**src/rtl/mem_sched_pkg.sv**
```systemverilog
// mem_sched_pkg: shared types for the byte-serial memory scheduler.
//   state_e - scheduler FSM states
//   size_e  - MEM transfer size codes (3 behaves as a word)
//   owner_e - which requester owns the current transaction
//   size_len() - byte count for a MEM size code
package mem_sched_pkg;

  typedef enum logic [1:0] {
    IDLE  = 2'd0,
    READ  = 2'd1,
    WRITE = 2'd2,
    DONE  = 2'd3
  } state_e;

  typedef enum logic [1:0] {
    SizeByte    = 2'd0,
    SizeHalf    = 2'd1,
    SizeWord    = 2'd2,
    SizeIllegal = 2'd3
  } size_e;

  typedef enum logic {
    OwnIf  = 1'b0,
    OwnMem = 1'b1
  } owner_e;

  // Instruction fetches are always a full word.
  localparam logic [2:0] IfLen = 3'd4;

  // Byte count of a MEM transfer; the illegal code falls through to a word.
  function automatic logic [2:0] size_len(input logic [1:0] size);
    case (size_e'(size))
      SizeByte: return 3'd1;
      SizeHalf: return 3'd2;
      default:  return 3'd4;
    endcase
  endfunction

endpackage

```
**src/rtl/sched_rr_arb.sv**
```systemverilog
// sched_rr_arb: two-way round-robin arbiter.
//   req[0]   - IF request, req[1] - MEM request
//   last_gnt - owner granted most recently
//   gnt      - one-hot grant (bit 0 IF, bit 1 MEM), zero when nothing pending
module sched_rr_arb
  import mem_sched_pkg::*;
(
  input  logic [1:0] req,
  input  owner_e     last_gnt,
  output logic [1:0] gnt
);

  always_comb begin
    gnt = req;
    // On contention the side that was not served last wins.
    if (req == 2'b11) begin
      gnt = (last_gnt == OwnIf) ? 2'b10 : 2'b01;
    end
  end

endmodule

```
**src/rtl/mem_sched.sv**
```systemverilog
// mem_sched: shares one byte-wide RAM/IO port between instruction fetch (IF)
// and the MEM stage. Grants one requester, serialises its 1/2/4-byte transfer
// into byte accesses (little-endian), and pulses the owner's done for a cycle.
// Ports:
//   clk, rst        - clock, synchronous active-high reset
//   rdy             - low freezes the scheduler and blocks RAM writes
//   if_req/if_addr  - word fetch request (level) and byte address
//   if_flush        - abandons an IF fetch in flight
//   if_done/if_data - fetch completion pulse and instruction word
//   mem_req/mem_we/mem_size/mem_addr/mem_wdata - MEM load/store request
//   mem_done/mem_rdata - MEM completion pulse and zero-filled load data
//   ram_din         - RAM read data, one cycle after its address
//   ram_dout/ram_a/ram_wr - RAM write data, address, write strobe
//   busy            - scheduler is not idle
module mem_sched
  import mem_sched_pkg::*;
#(
  parameter int ADDR_W = 32
) (
  input  logic              clk,
  input  logic              rst,
  input  logic              rdy,
  input  logic              if_req,
  input  logic [ADDR_W-1:0] if_addr,
  input  logic              if_flush,
  output logic              if_done,
  output logic [31:0]       if_data,
  input  logic              mem_req,
  input  logic              mem_we,
  input  logic [1:0]        mem_size,
  input  logic [ADDR_W-1:0] mem_addr,
  input  logic [31:0]       mem_wdata,
  output logic              mem_done,
  output logic [31:0]       mem_rdata,
  input  logic [7:0]        ram_din,
  output logic [7:0]        ram_dout,
  output logic [ADDR_W-1:0] ram_a,
  output logic              ram_wr,
  output logic              busy
);

  // Control state
  state_e            state, state_n;
  logic [2:0]        cnt, cnt_n;
  owner_e            last_gnt, last_gnt_n;

  // Transaction context latched at grant
  owner_e            owner, owner_n;
  logic [ADDR_W-1:0] base, base_n;
  logic [2:0]        len, len_n;
  logic [31:0]       wdata, wdata_n;
  logic [31:0]       cap, cap_n;

  // Registered outputs
  logic [ADDR_W-1:0] ram_a_q, ram_a_n;
  logic [7:0]        ram_dout_q, ram_dout_n;
  logic              wr_q, wr_n;
  logic              if_done_q, if_done_n;
  logic              mem_done_q, mem_done_n;
  logic [31:0]       if_data_q, if_data_n;
  logic [31:0]       mem_rdata_q, mem_rdata_n;
  logic              busy_q, busy_n;

  logic [1:0]        req, gnt;
  logic [2:0]        cnt_inc;
  logic [1:0]        cap_idx;

  // A flushed IF request is never granted in the same cycle.
  assign req = {mem_req, if_req & ~if_flush};

  sched_rr_arb u_arb (
    .req      (req),
    .last_gnt (last_gnt),
    .gnt      (gnt)
  );

  assign cnt_inc = cnt + 3'd1;
  // Byte landing this cycle is the one addressed last cycle (cnt-1); cnt=4 wraps to 3.
  assign cap_idx = cnt[1:0] - 2'd1;

  always_comb begin
    state_n     = state;
    cnt_n       = cnt;
    last_gnt_n  = last_gnt;
    owner_n     = owner;
    base_n      = base;
    len_n       = len;
    wdata_n     = wdata;
    cap_n       = cap;
    ram_a_n     = ram_a_q;
    ram_dout_n  = ram_dout_q;
    wr_n        = 1'b0;
    if_done_n   = 1'b0;
    mem_done_n  = 1'b0;
    if_data_n   = if_data_q;
    mem_rdata_n = mem_rdata_q;

    case (state)
      IDLE: begin
        if (gnt != 2'b00) begin
          cnt_n = 3'd0;
          cap_n = '0;
          if (gnt[1]) begin
            owner_n = OwnMem;
            base_n  = mem_addr;
            len_n   = size_len(mem_size);
            wdata_n = mem_wdata;
            state_n = mem_we ? WRITE : READ;
          end else begin
            owner_n = OwnIf;
            base_n  = if_addr;
            len_n   = IfLen;
            state_n = READ;
          end
          last_gnt_n = owner_n;
          // First byte goes out in the cycle right after the grant.
          ram_a_n    = base_n;
          if (gnt[1] && mem_we) begin
            wr_n       = 1'b1;
            ram_dout_n = mem_wdata[7:0];
          end
        end
      end

      READ: begin
        if (owner == OwnIf && if_flush) begin
          state_n = IDLE;
          cnt_n   = 3'd0;
        end else begin
          cnt_n = cnt_inc;
          if (cnt != 3'd0) begin
            cap_n[{cap_idx, 3'b000} +: 8] = ram_din;
          end
          if (cnt_inc < len) begin
            ram_a_n = base + ADDR_W'(cnt_inc);
          end
          if (cnt == len) begin
            state_n = DONE;
            cnt_n   = 3'd0;
            if (owner == OwnIf) begin
              if_done_n = 1'b1;
              if_data_n = cap_n;
            end else begin
              mem_done_n  = 1'b1;
              mem_rdata_n = cap_n;
            end
          end
        end
      end

      WRITE: begin
        cnt_n = cnt_inc;
        if (cnt_inc < len) begin
          wr_n       = 1'b1;
          ram_a_n    = base + ADDR_W'(cnt_inc);
          ram_dout_n = wdata[{cnt_inc[1:0], 3'b000} +: 8];
        end else begin
          state_n    = DONE;
          cnt_n      = 3'd0;
          mem_done_n = 1'b1;
        end
      end

      DONE: begin
        state_n = IDLE;
      end

      default: begin
        state_n = IDLE;
      end
    endcase

    busy_n = (state_n != IDLE);
  end

  // Control and output registers: reset, then advance only while rdy is high.
  always_ff @(posedge clk) begin
    if (rst) begin
      state       <= IDLE;
      cnt         <= 3'd0;
      last_gnt    <= OwnIf;
      ram_a_q     <= '0;
      ram_dout_q  <= 8'h00;
      wr_q        <= 1'b0;
      if_done_q   <= 1'b0;
      mem_done_q  <= 1'b0;
      if_data_q   <= 32'h0;
      mem_rdata_q <= 32'h0;
      busy_q      <= 1'b0;
    end else if (rdy) begin
      state       <= state_n;
      cnt         <= cnt_n;
      last_gnt    <= last_gnt_n;
      ram_a_q     <= ram_a_n;
      ram_dout_q  <= ram_dout_n;
      wr_q        <= wr_n;
      if_done_q   <= if_done_n;
      mem_done_q  <= mem_done_n;
      if_data_q   <= if_data_n;
      mem_rdata_q <= mem_rdata_n;
      busy_q      <= busy_n;
    end
  end

  // Transaction context: only meaningful while state != IDLE, so no reset.
  always_ff @(posedge clk) begin
    if (rdy) begin
      owner <= owner_n;
      base  <= base_n;
      len   <= len_n;
      wdata <= wdata_n;
      cap   <= cap_n;
    end
  end

  // A paused cycle must not write; the held strobe re-issues the byte on resume.
  assign ram_wr    = wr_q & rdy;
  assign if_done   = if_done_q & ~if_flush;
  assign mem_done  = mem_done_q;
  assign if_data   = if_data_q;
  assign mem_rdata = mem_rdata_q;
  assign ram_a     = ram_a_q;
  assign ram_dout  = ram_dout_q;
  assign busy      = busy_q;

endmodule

```
**config.mk**
```make
export PLATFORM = sky130hd
export DESIGN_NAME = mem_sched
export DESIGN_NICKNAME = d
export VERILOG_FILES = /design/src/rtl/mem_sched_pkg.sv /design/src/rtl/sched_rr_arb.sv /design/src/rtl/mem_sched.sv
export SDC_FILE = /design/constraint.sdc
export NUM_CORES = 1
export LEC_CHECK = 0
export ABC_AREA = 1
export CORE_ASPECT_RATIO = 0.5
export CORE_UTILIZATION = 46
export CTS_CLUSTER_DIAMETER = 30
export DETAILED_ROUTE_END_ITERATION = 10
export PLACE_DENSITY = 0.78
export SLEW_MARGIN = 20
export SYNTH_ARGS = -nofsm -noshare
export SYNTH_HDL_FRONTEND = slang
export SYNTH_SLANG_ARGS = --single-unit
export TNS_END_PERCENT = 100
```
**constraint.sdc**
```tcl
create_clock -name clk -period 6.9 [get_ports clk]
set_input_delay 1.035 -clock clk [delete_from_list [all_inputs] [get_ports clk]]
set_output_delay 1.035 -clock clk [all_outputs]
set_load 0.01 [all_outputs]
```
* After elaboration in Yosys (flattened, before gate mapping)
Index checks and enable logic that the tools add are counted.
** Word-level totals
- Flip-flop bits (word level) :: 214
- Latch bits :: 0
- Memory bits (writable) :: 0
- Bits in read-only memories :: 0
- Input bits :: 113
- Output and inout port bits :: 108
- Word-level logic and storage cells :: 101
- Memories :: 0
** Operators by class
- Add/subtract/negate cells :: 4
- Multipliers :: 0
- Div/mod/pow operators :: 0
- Order comparisons :: 1
- Equality and inequality tests :: 10
- Shift-type cells :: 3
- Mux-type cells :: 43
- Bitwise operators :: 6
- Reductions and logical operators :: 18
** Operators by type and width (number)
- 2-to-1 mux 32 bit :: 7
- one-hot mux 32 bit (3 select lines) :: 1
- one-hot mux 32 bit (2 select lines) :: 1
- adder 32 x 3 -> 32 bit :: 1
- bitwise mux 32 bit :: 1
- variable shift 8 x 7 -> 32 bit, first input constant :: 1
- indexed part select 32 x 6 -> 8 bit :: 1
- indexed part select 8 x 7 -> 32 bit :: 1
- 2-to-1 mux 8 bit :: 3
- 2-to-1 mux 2 bit :: 8
- one-hot mux 8 bit (2 select lines) :: 1
- AND reduction 5 bit :: 3
- 2-to-1 mux 1 bit :: 12
- 2-to-1 mux 3 bit :: 4
- AND reduction 4 bit :: 3
- one-hot mux 3 bit (3 select lines) :: 1
- inequality test 2 bit, second input constant :: 4
- one-hot mux 2 bit (4 select lines) :: 1
- nonzero test 2 bit :: 4
- negator 5 -> 7 bit :: 1
- equality test 2 bit, second input constant :: 3
- one-hot mux 3 bit (2 select lines) :: 1
- AND reduction 3 bit :: 2
- nonzero test 3 bit :: 2
- other kinds (10) :: 18

* Longest topological paths before layout
Gate-level depths: netlist of run 1.
- Depth in word-level cells :: 8
- Mapped depth :: 14

* By module
A second synthesis of run 1 with hierarchy kept.
** Second synthesis, totals
- Cells, all modules :: 1229
- Area total of the unflattened synthesis :: 10136.0 µm²
** Modules (own cells, without submodules)
- mem_sched :: instances 1, cells an instance 1224, area each 10114.7 µm²
- sched_rr_arb :: instances 1, cells an instance 5, area each 21.3 µm²

* Worst setup path before layout of run 1
OpenSTA, ideal clock, no wires.
- Path type :: input to register
- Start :: input rdy
- End :: register cap[0], enable pin
- Arrival :: 6377 ps
- Slack :: -71 ps
- Cell stages on the path :: 3
- Path through :: buf_4 inv_2 a2111oi_0
** On the way
- Word-level cells in the longest chain between the ends :: 1
** RTL lines
- start: declaration :: line mem_sched.sv:22 : input logic rdy,
- AND reduction 4 bit (no line)
- end signal: assignment :: line mem_sched.sv:212 : cap <= cap_n;
- end: declaration :: line mem_sched.sv:52 : logic [31:0] cap, cap_n;
No other way between the ends.
A chain may end at the register's enable or synchronous reset.

* Worst setup path after layout of run 1
- Start :: input rdy
- End :: output ram_wr
** On the way
- Word-level cells in the longest chain between the ends :: 1
** RTL lines
- AND 1 bit :: line mem_sched.sv:217 : assign ram_wr = wr_q & rdy;
- end: declaration :: line mem_sched.sv:38 : output logic ram_wr,
No other way between the ends.

==> results of run 1 <==
stage by stage:
stage / setup WS, ns / total power [uW] / instance area [um2] / util (%)
final: 3.434 / 3503 / 13570 / 62.60
after global routing: 3.181 / 3626 / 13570 / 62.60
after CTS: 3.435 / 3517 / 13560 / 62.55
after detailed placement: 3.006 / 1948 / 12520 / 57.76
after global placement: 3.225 / 1932 / 12520 / 57.76
after floorplan: 1.485 / 1740 / 10200 / -
cell families (layout without fill, tap and decap cells):
group	Yosys count	count (layout)	synth area share [%]
AO/OA/AOI/OAI	269	269	13.95
multiplexers	6	6	0.5891
XOR/XNOR	12	12	1.031
other	0	1	0
AND/OR/NAND/NOR	546	546	22.24
buffers and inverters	195	420	8.063
flip-flops	214	214	51.84
adder cells (fa/ha/maj)	18	18	2.283
worst min-delay path by stage:
| stage | start | endpoint | slack (ns) |
|---|---|---|---|
| after floorplan | if_done_q | if_done_q | 0.44 |
| after global placement | if_data[18] | if_data[18] | 0.43 |
| after detailed placement | if_data[13] | if_data[13] | 0.44 |
| after CTS | if_data[13] | if_data[13] | 0.45 |
| after global routing | if_data[16] | if_data[16] | 0.46 |
| final | if_data[13] | if_data[13] | 0.44 |
critical path: stages:
cell             delay [ns]
clkdlybuf4s50_1        0.71
nand2_1                0.09
inv_1                  0.06
clkdlybuf4s50_1        0.53
sequential cells by signal, indices dropped and copies added, names as in the netlist, 2 cells and up:
signal,cells
ram_dout,8
mem_rdata,32
if_data,32
cnt,3
ram_a,32
wdata,32
base,32
len,3
cap,32
state,2
layout by cell type (no fill, tap or decap), types with 3 or more instances in the layout:
cell type          n
ha_1              17
clkinvlp_4         5
xnor2_1            4
o211ai_1           3
o21bai_1           3
edfxtp_1         100
inv_8              3
nor2_1           135
a21oi_1          117
mux2i_1            6
nor2_2             4
clkbuf_16         31
buf_4              6
o21ai_1           14
nand2_1          307
dfxtp_1          114
inv_6              9
inv_2             11
o21ai_0          110
inv_1            126
o21a_1            11
clkinv_2           3
nand2_2            5
nand4_1           24
nand3b_1           5
or2_2              5
clkdlybuf4s50_1  220
xor2_1             8
nand3_1           52
report_power, final:
group / switching, uW / leakage (uW) / internal, uW
combinational: 283 / 0.00308 / 195
sequential: 40.7 / 0.00187 / 1410
clock: 649 / 0.000498 / 926
layout make-up:
cell class	instances	area share (%)
inverter	137	3.789
clock inverter	25	1.908
timing repair buffer	226	16.56
tap	300	2.766
sequential	214	38.94
clock buffer	32	5.744
antenna	1	0.01844
multi-input combinational	851	30.28
layer usage:
| metal | vias up | part of all wire [%] | GRT usage [%] |
|---|---|---|---|
| met4 | 0 | 3.3 | 9.404 |
| met1 | 4416 | 43 | 31.52 |
| met5 | - | 0 | 0 |
| met3 | 76 | 5.7 | 4.813 |
| li1 | 4560 | - | - |
| met2 | 329 | 48 | 43.63 |
==> key figures, run 1 <==
Global routing
  • First-pass GRT wire length: 45,710 um
  • Largest net degree at the start of global routing: 66
  • All-layer global routing usage: 25.27%
  • GRT overflow: 0
  • Initial antenna violation count: 1
  • Vias in the first global route: 9,164

Pwr
  • Power per cell area: 258.1 nW/um2
  • Pleak: 0.005452 uW
  • Max IR drop VDD: 0.1533 mV

Worst setup path
  • Worst EP arrival: 2.43 ns
  • CP Launch Point: rdy
  • CP max FO: 10
  • R2R Setup Slk: 3.49 ns
  • Worst r2r path cells: 12
  • Setup CP Type: in2out
  • CP endpoint: ram_wr
  • Crit end category: output pin
  • RR Startpoint: cnt[0]
  • RR Endpoint: ram_a[24]
  • CP Launch Type: input port
  • Worst Path Required: 5.86 ns

Finish
  • # nets final: 1,592
  • Fillers: 1,839
  • Layout cells sized above 1: 6.532%
  • Multi-input gate area: 4109 um2
  • Flip-flop and latch area: 5285 um2
  • Non-Filler Instances: 1,786
  • Area growth syn-to-layout: 33.13%

STA
  • Worst slew pin tran: 1.071 ns
  • Post-route clock skew: 0.02123 ns
  • RSZ-0062 raised after global routing: no
  • Setup-failing EPs final: 0
  • Fin crit period: 3.466 ns
  • Slew Viols, Final: 0
  • Fmax: 0.2885 GHz
  • Slew margin rel.: 28.41%
  • Min Hold Slack: 0.4440 ns
  • Setup tns final: 0 ns
  • Final period utilization: 50.23%
  • Final hold vios: 0

Floorplanning
  • Core area: 21,680 um2
  • Die Width: 212.5 um
  • Num rows: 38
  • Overall die height: 107.3 um
  • Initial Util: 47.02%
  • Die Area: 22,800 um2
  • Ports: 221

Clock tree
  • CTS Sinks: 214
  • Cts bufs inserted: 31
  • H-tree depth: 1
  • Post-CTS setup buffers: 0
  • Clock buffer depth: 3
  • Resize count post-CTS: 0
  • CTS clock-pin slew for the worst setup and hold paths: 0.06 ns
  • CTS Root Buffer Type: clkbuf_16
  • TritonCTS clock tree: yes
  • Clock Latency Late Sink: 0.56 ns
  • # hold bufs at CTS: 0

Place
  • Detailed placement HPWL: 19,800 um
  • IO Port Bufs: 220
  • Placed Cells: 1,728
  • Routability cong.: 0.8724

Route
  • Via count: 9,381
  • WL/cell: 16.07 um
  • Post-Route WL: 28,690 um
  • DRT antenna net count: 0
  • Number of vias per cell: 5.253
  • Residual DRC count: 0
  • Iteration-0 DRC count of the detailed router: 783
  • DRT Pass-1 Iters: 5

Flow run
  • Max-cap violations: 0

Yosys
  • Mean Syn Cell Area: 8.091 um2
  • Syn Std Cell Area: 10,190 um2
  • Synth async-reset ratio: 0%
  • Cell count after synthesis: 1,260
  • Commonest cells post-synth: 307 x nand2_1, 136 x nor2_1, 127 x inv_1
  • Yosys top cell by area: edfxtp_1
  • Yosys warns: 0
  • Post-synth EDFFs: 100
  • Post-synthesis sequential area ratio: 51.84%
  • Post-synth top area share: 29.46%
  • Synth Register Bits: 214
  • Syn Nets: 1,391
  • Main synth FF type: dfxtp_1
  • Yosys cell types: 43
  • Largest cells by area after synthesis: edfxtp_1 29%, dfxtp_1 22%, nand2_1 11%
  • Count leader, synth: nand2_1

Hold path
  • Hold WC Path Type: reg2reg
  • Worst Hold Path Cells: 2

Status
  • Status: complete, no violations
Power figures use the tool's default switching activity.
==> run 2: changes to the inputs <==
- CORE_UTILIZATION: 46 -> 51
- PLACE_DENSITY: 0.78 -> 0.82
- clock period: 6.9 -> 3.3 ns (I/O delays scaled with it)
==> run 2 against run 1 <==
  * First-iteration DRC count shrank 15%
  * Critical path type is now reg2reg
  * Largest power group unchanged
  * Global-route usage rose by 2.1 points
  * Register-to-register slack worse by 3.1 ns
==> key figures, run 2 (synthesis gave the netlist of run 1 again) <==
Clock tree
  • CTS Sinks: 214 (unchanged)
  • CTS clock-pin slew for the worst setup and hold paths: 0.06 ns (about the same)
  • Post-CTS setup buffers: 0 (unchanged)
  • Resize count post-CTS: 0 (unchanged)
  • # hold bufs at CTS: 0 (unchanged)
  • Cts bufs inserted: 31 (unchanged)
  • H-tree depth: 1 (unchanged)
  • Clock Latency Late Sink: 0.54 ns (-0.02 ns)
  • CTS Root Buffer Type: clkbuf_16
  • Clock buffer depth: 3 (unchanged)
  • TritonCTS clock tree: yes

Route
  • WL/cell: 16.24 um (+1.1%)
  • Iteration-0 DRC count of the detailed router: 668 (-15%)
  • Via count: 9,333 (-0.51%)
  • Number of vias per cell: 5.303 (+0.96%)
  • Post-Route WL: 28,580 um (-0.40%)
  • Residual DRC count: 0 (unchanged)
  • DRT antenna net count: 0 (unchanged)
  • DRT Pass-1 Iters: 5 (unchanged)

Worst setup path
  • Crit end category: register
  • Crit path cell chain: inv_1, ha_1, ha_1, a21oi_1, nand2_1, a21oi_1, and2_1, o21ai_0, a21oi_1
  • CP endpoint: ram_dout[0]
  • RR Startpoint: cnt[0]
  • Crit path max-delay family: compound AO/OA/AOI/OAI gates
  • RR Endpoint: ram_dout[0]
  • CP max stage delay: 0.53 ns (-0.18 ns)
  • CP dominant cell by count: a21oi_1
  • Setup CP Type: reg2reg
  • Worst EP arrival: 3.33 ns (+0.90 ns)
  • Levels on crit path: 9 (+5)
  • Worst Path Required: 3.76 ns (-2.10 ns)
  • Buf/Inv on CP: 1 (-2)
  • R2R Setup Slk: 0.43 ns (-3.06 ns)
  • Worst r2r path cells: 9 (-3)
  • Slowest CP cell: dfxtp_1
  • CP Launch Point: cnt[0]
  • CP max FO: 16 (+6)
  • CP Launch Type: register

Finish
  • Multi-input gate area: 4114 um2 (+0.12%)
  • Commonest non-fill, non-tap cell in the layout: nand2_1
  • Area growth syn-to-layout: 34.51%
  • Fillers: 1,519 (-17%)
  • Non-Filler Instances: 1,760 (-1.5%)
  • Commonest non-fill, non-tap cells in the layout: 307 x nand2_1, 220 x clkdlybuf4s50_1, 135 x nor2_1, 126 x inv_1, 117 x a21oi_1
  • Antenna cells: 0 (-1)
  • Layout cells sized above 1: 7.028% (+0.50 points)
  • Final core occ: 70.31% (+7.7 points)
  • # nets final: 1,601 (+0.57%)
  • Flip-flop and latch area: 5285 um2 (unchanged)

STA
  • Slew Viols, Final: 0 (unchanged)
  • Final worst slack: 0.4345 ns (-3.000 ns)
  • Fmax: 0.3490 GHz
  • Setup tns final: 0 ns (unchanged)
  • Post-route clock skew: 0.008888 ns (-0.01234 ns)
  • Fin crit period: 2.865 ns
  • Final period utilization: 86.83%
  • Setup-failing EPs final: 0 (unchanged)
  • Final hold vios: 0 (unchanged)
  • Worst slew pin tran: 0.8885 ns (-0.1829 ns)
  • Slew margin rel.: 40.70% (+12 points)
  • RSZ-0062 raised after global routing: no

Floorplanning
  • Ports: 221 (unchanged)
  • Num rows: 36 (-5.3%)
  • Core area: 19,500 um2 (-10%)
  • Overall die height: 102.0 um (-4.9%)
  • Die Width: 202.0 um (-5.0%)
  • Die Area: 20,590 um2 (-9.7%)
  • Initial Util: 52.27% (+5.2 points)

Global routing
  • All-layer global routing usage: 27.40% (+2.1 points)
  • Largest net degree at the start of global routing: 67 (+1.5%)
  • Vias in the first global route: 9,032 (-1.4%)
  • Initial antenna violation count: 0 (-1)
  • First-pass GRT wire length: 44,950 um (-1.7%)
  • GRT overflow: 0 (unchanged)

Place
  • Placed Cells: 1,703 (-1.4%)
  • Routability cong.: 0.8763 (+0.45%)
  • Detailed placement HPWL: 19,740 um (-0.29%)
  • IO Port Bufs: 220 (unchanged)
  • Dpl ws: 0.4522 ns (-2.554 ns)

Status
  • Status: complete, no violations

Pwr
  • Power per cell area: 549.8 nW/um2 (+110%)
  • Max IR drop VDD: 0.2982 mV (+95%)
  • Pleak: 0.005559 uW (+2.0%)

Hold path
  • Hold WC Path Type: reg2reg

Flow run
  • Max-cap violations: 0 (unchanged)
-- run 2: cell type report --
type / instances / area share (%)
flip-flops and latches: 214 / 38.54
multi-input cells: 851 / 30.00
well taps: 266 / 2.427
repair buffers: 235 / 17.15
clock buffers: 39 / 6.478
clock inverters: 18 / 1.651
inverters: 137 / 3.750
-- run 2: through the flow --
stage | total power, uW | hold slack, ns | cell area, um2
final | 7539 | 0.4449 | 13710
after global routing | 7791 | 0.4577 | 13710
after CTS | 7550 | 0.4451 | 13710
after detailed placement | 4093 | 0.4363 | 12600
after global placement | 4069 | 0.4312 | 12600
after floorplan | 3640 | 0.4449 | 10210
-- run 2: power by group --
group | leakage (uW) | internal, uW | switching (uW)
registers | 0.00187 | 2950 | 92.4
logic | 0.00314 | 426 | 593
clock network | 0.000548 | 2230 | 1250
-- run 2: how the worst min path moves through the flow --
stage                startpoint          end  slack [ns]  depth (start not counted)
floorplan             if_done_q    if_done_q        0.44                          2
global placement    if_data[18]  if_data[18]        0.43                          2
detailed placement  if_data[14]  if_data[14]        0.44                          2
CTS                 if_data[14]  if_data[14]        0.45                          2
global route        if_data[14]  if_data[14]        0.46                          2
finish              if_data[11]  if_data[11]        0.44                          2
-- run 2: routing by layer --
metal,wire (um),GRT usage (%),vias to the layer above
li1,-,-,4576
met1,11990,34.16,4343
met2,13770,48.64,340
met3,1948,5.166,74
met4,875,9.033,0
met5,0,0,-
-- run 2: worst reg2reg max path: stages, from the launching register on --
cell and delay [ns]:
dfxtp_1 0.53, inv_1 0.20, ha_1 0.44, ha_1 0.22, a21oi_1 0.19, nand2_1 0.12, a21oi_1 0.18, and2_1 0.51
o21ai_0 0.21, a21oi_1 0.18
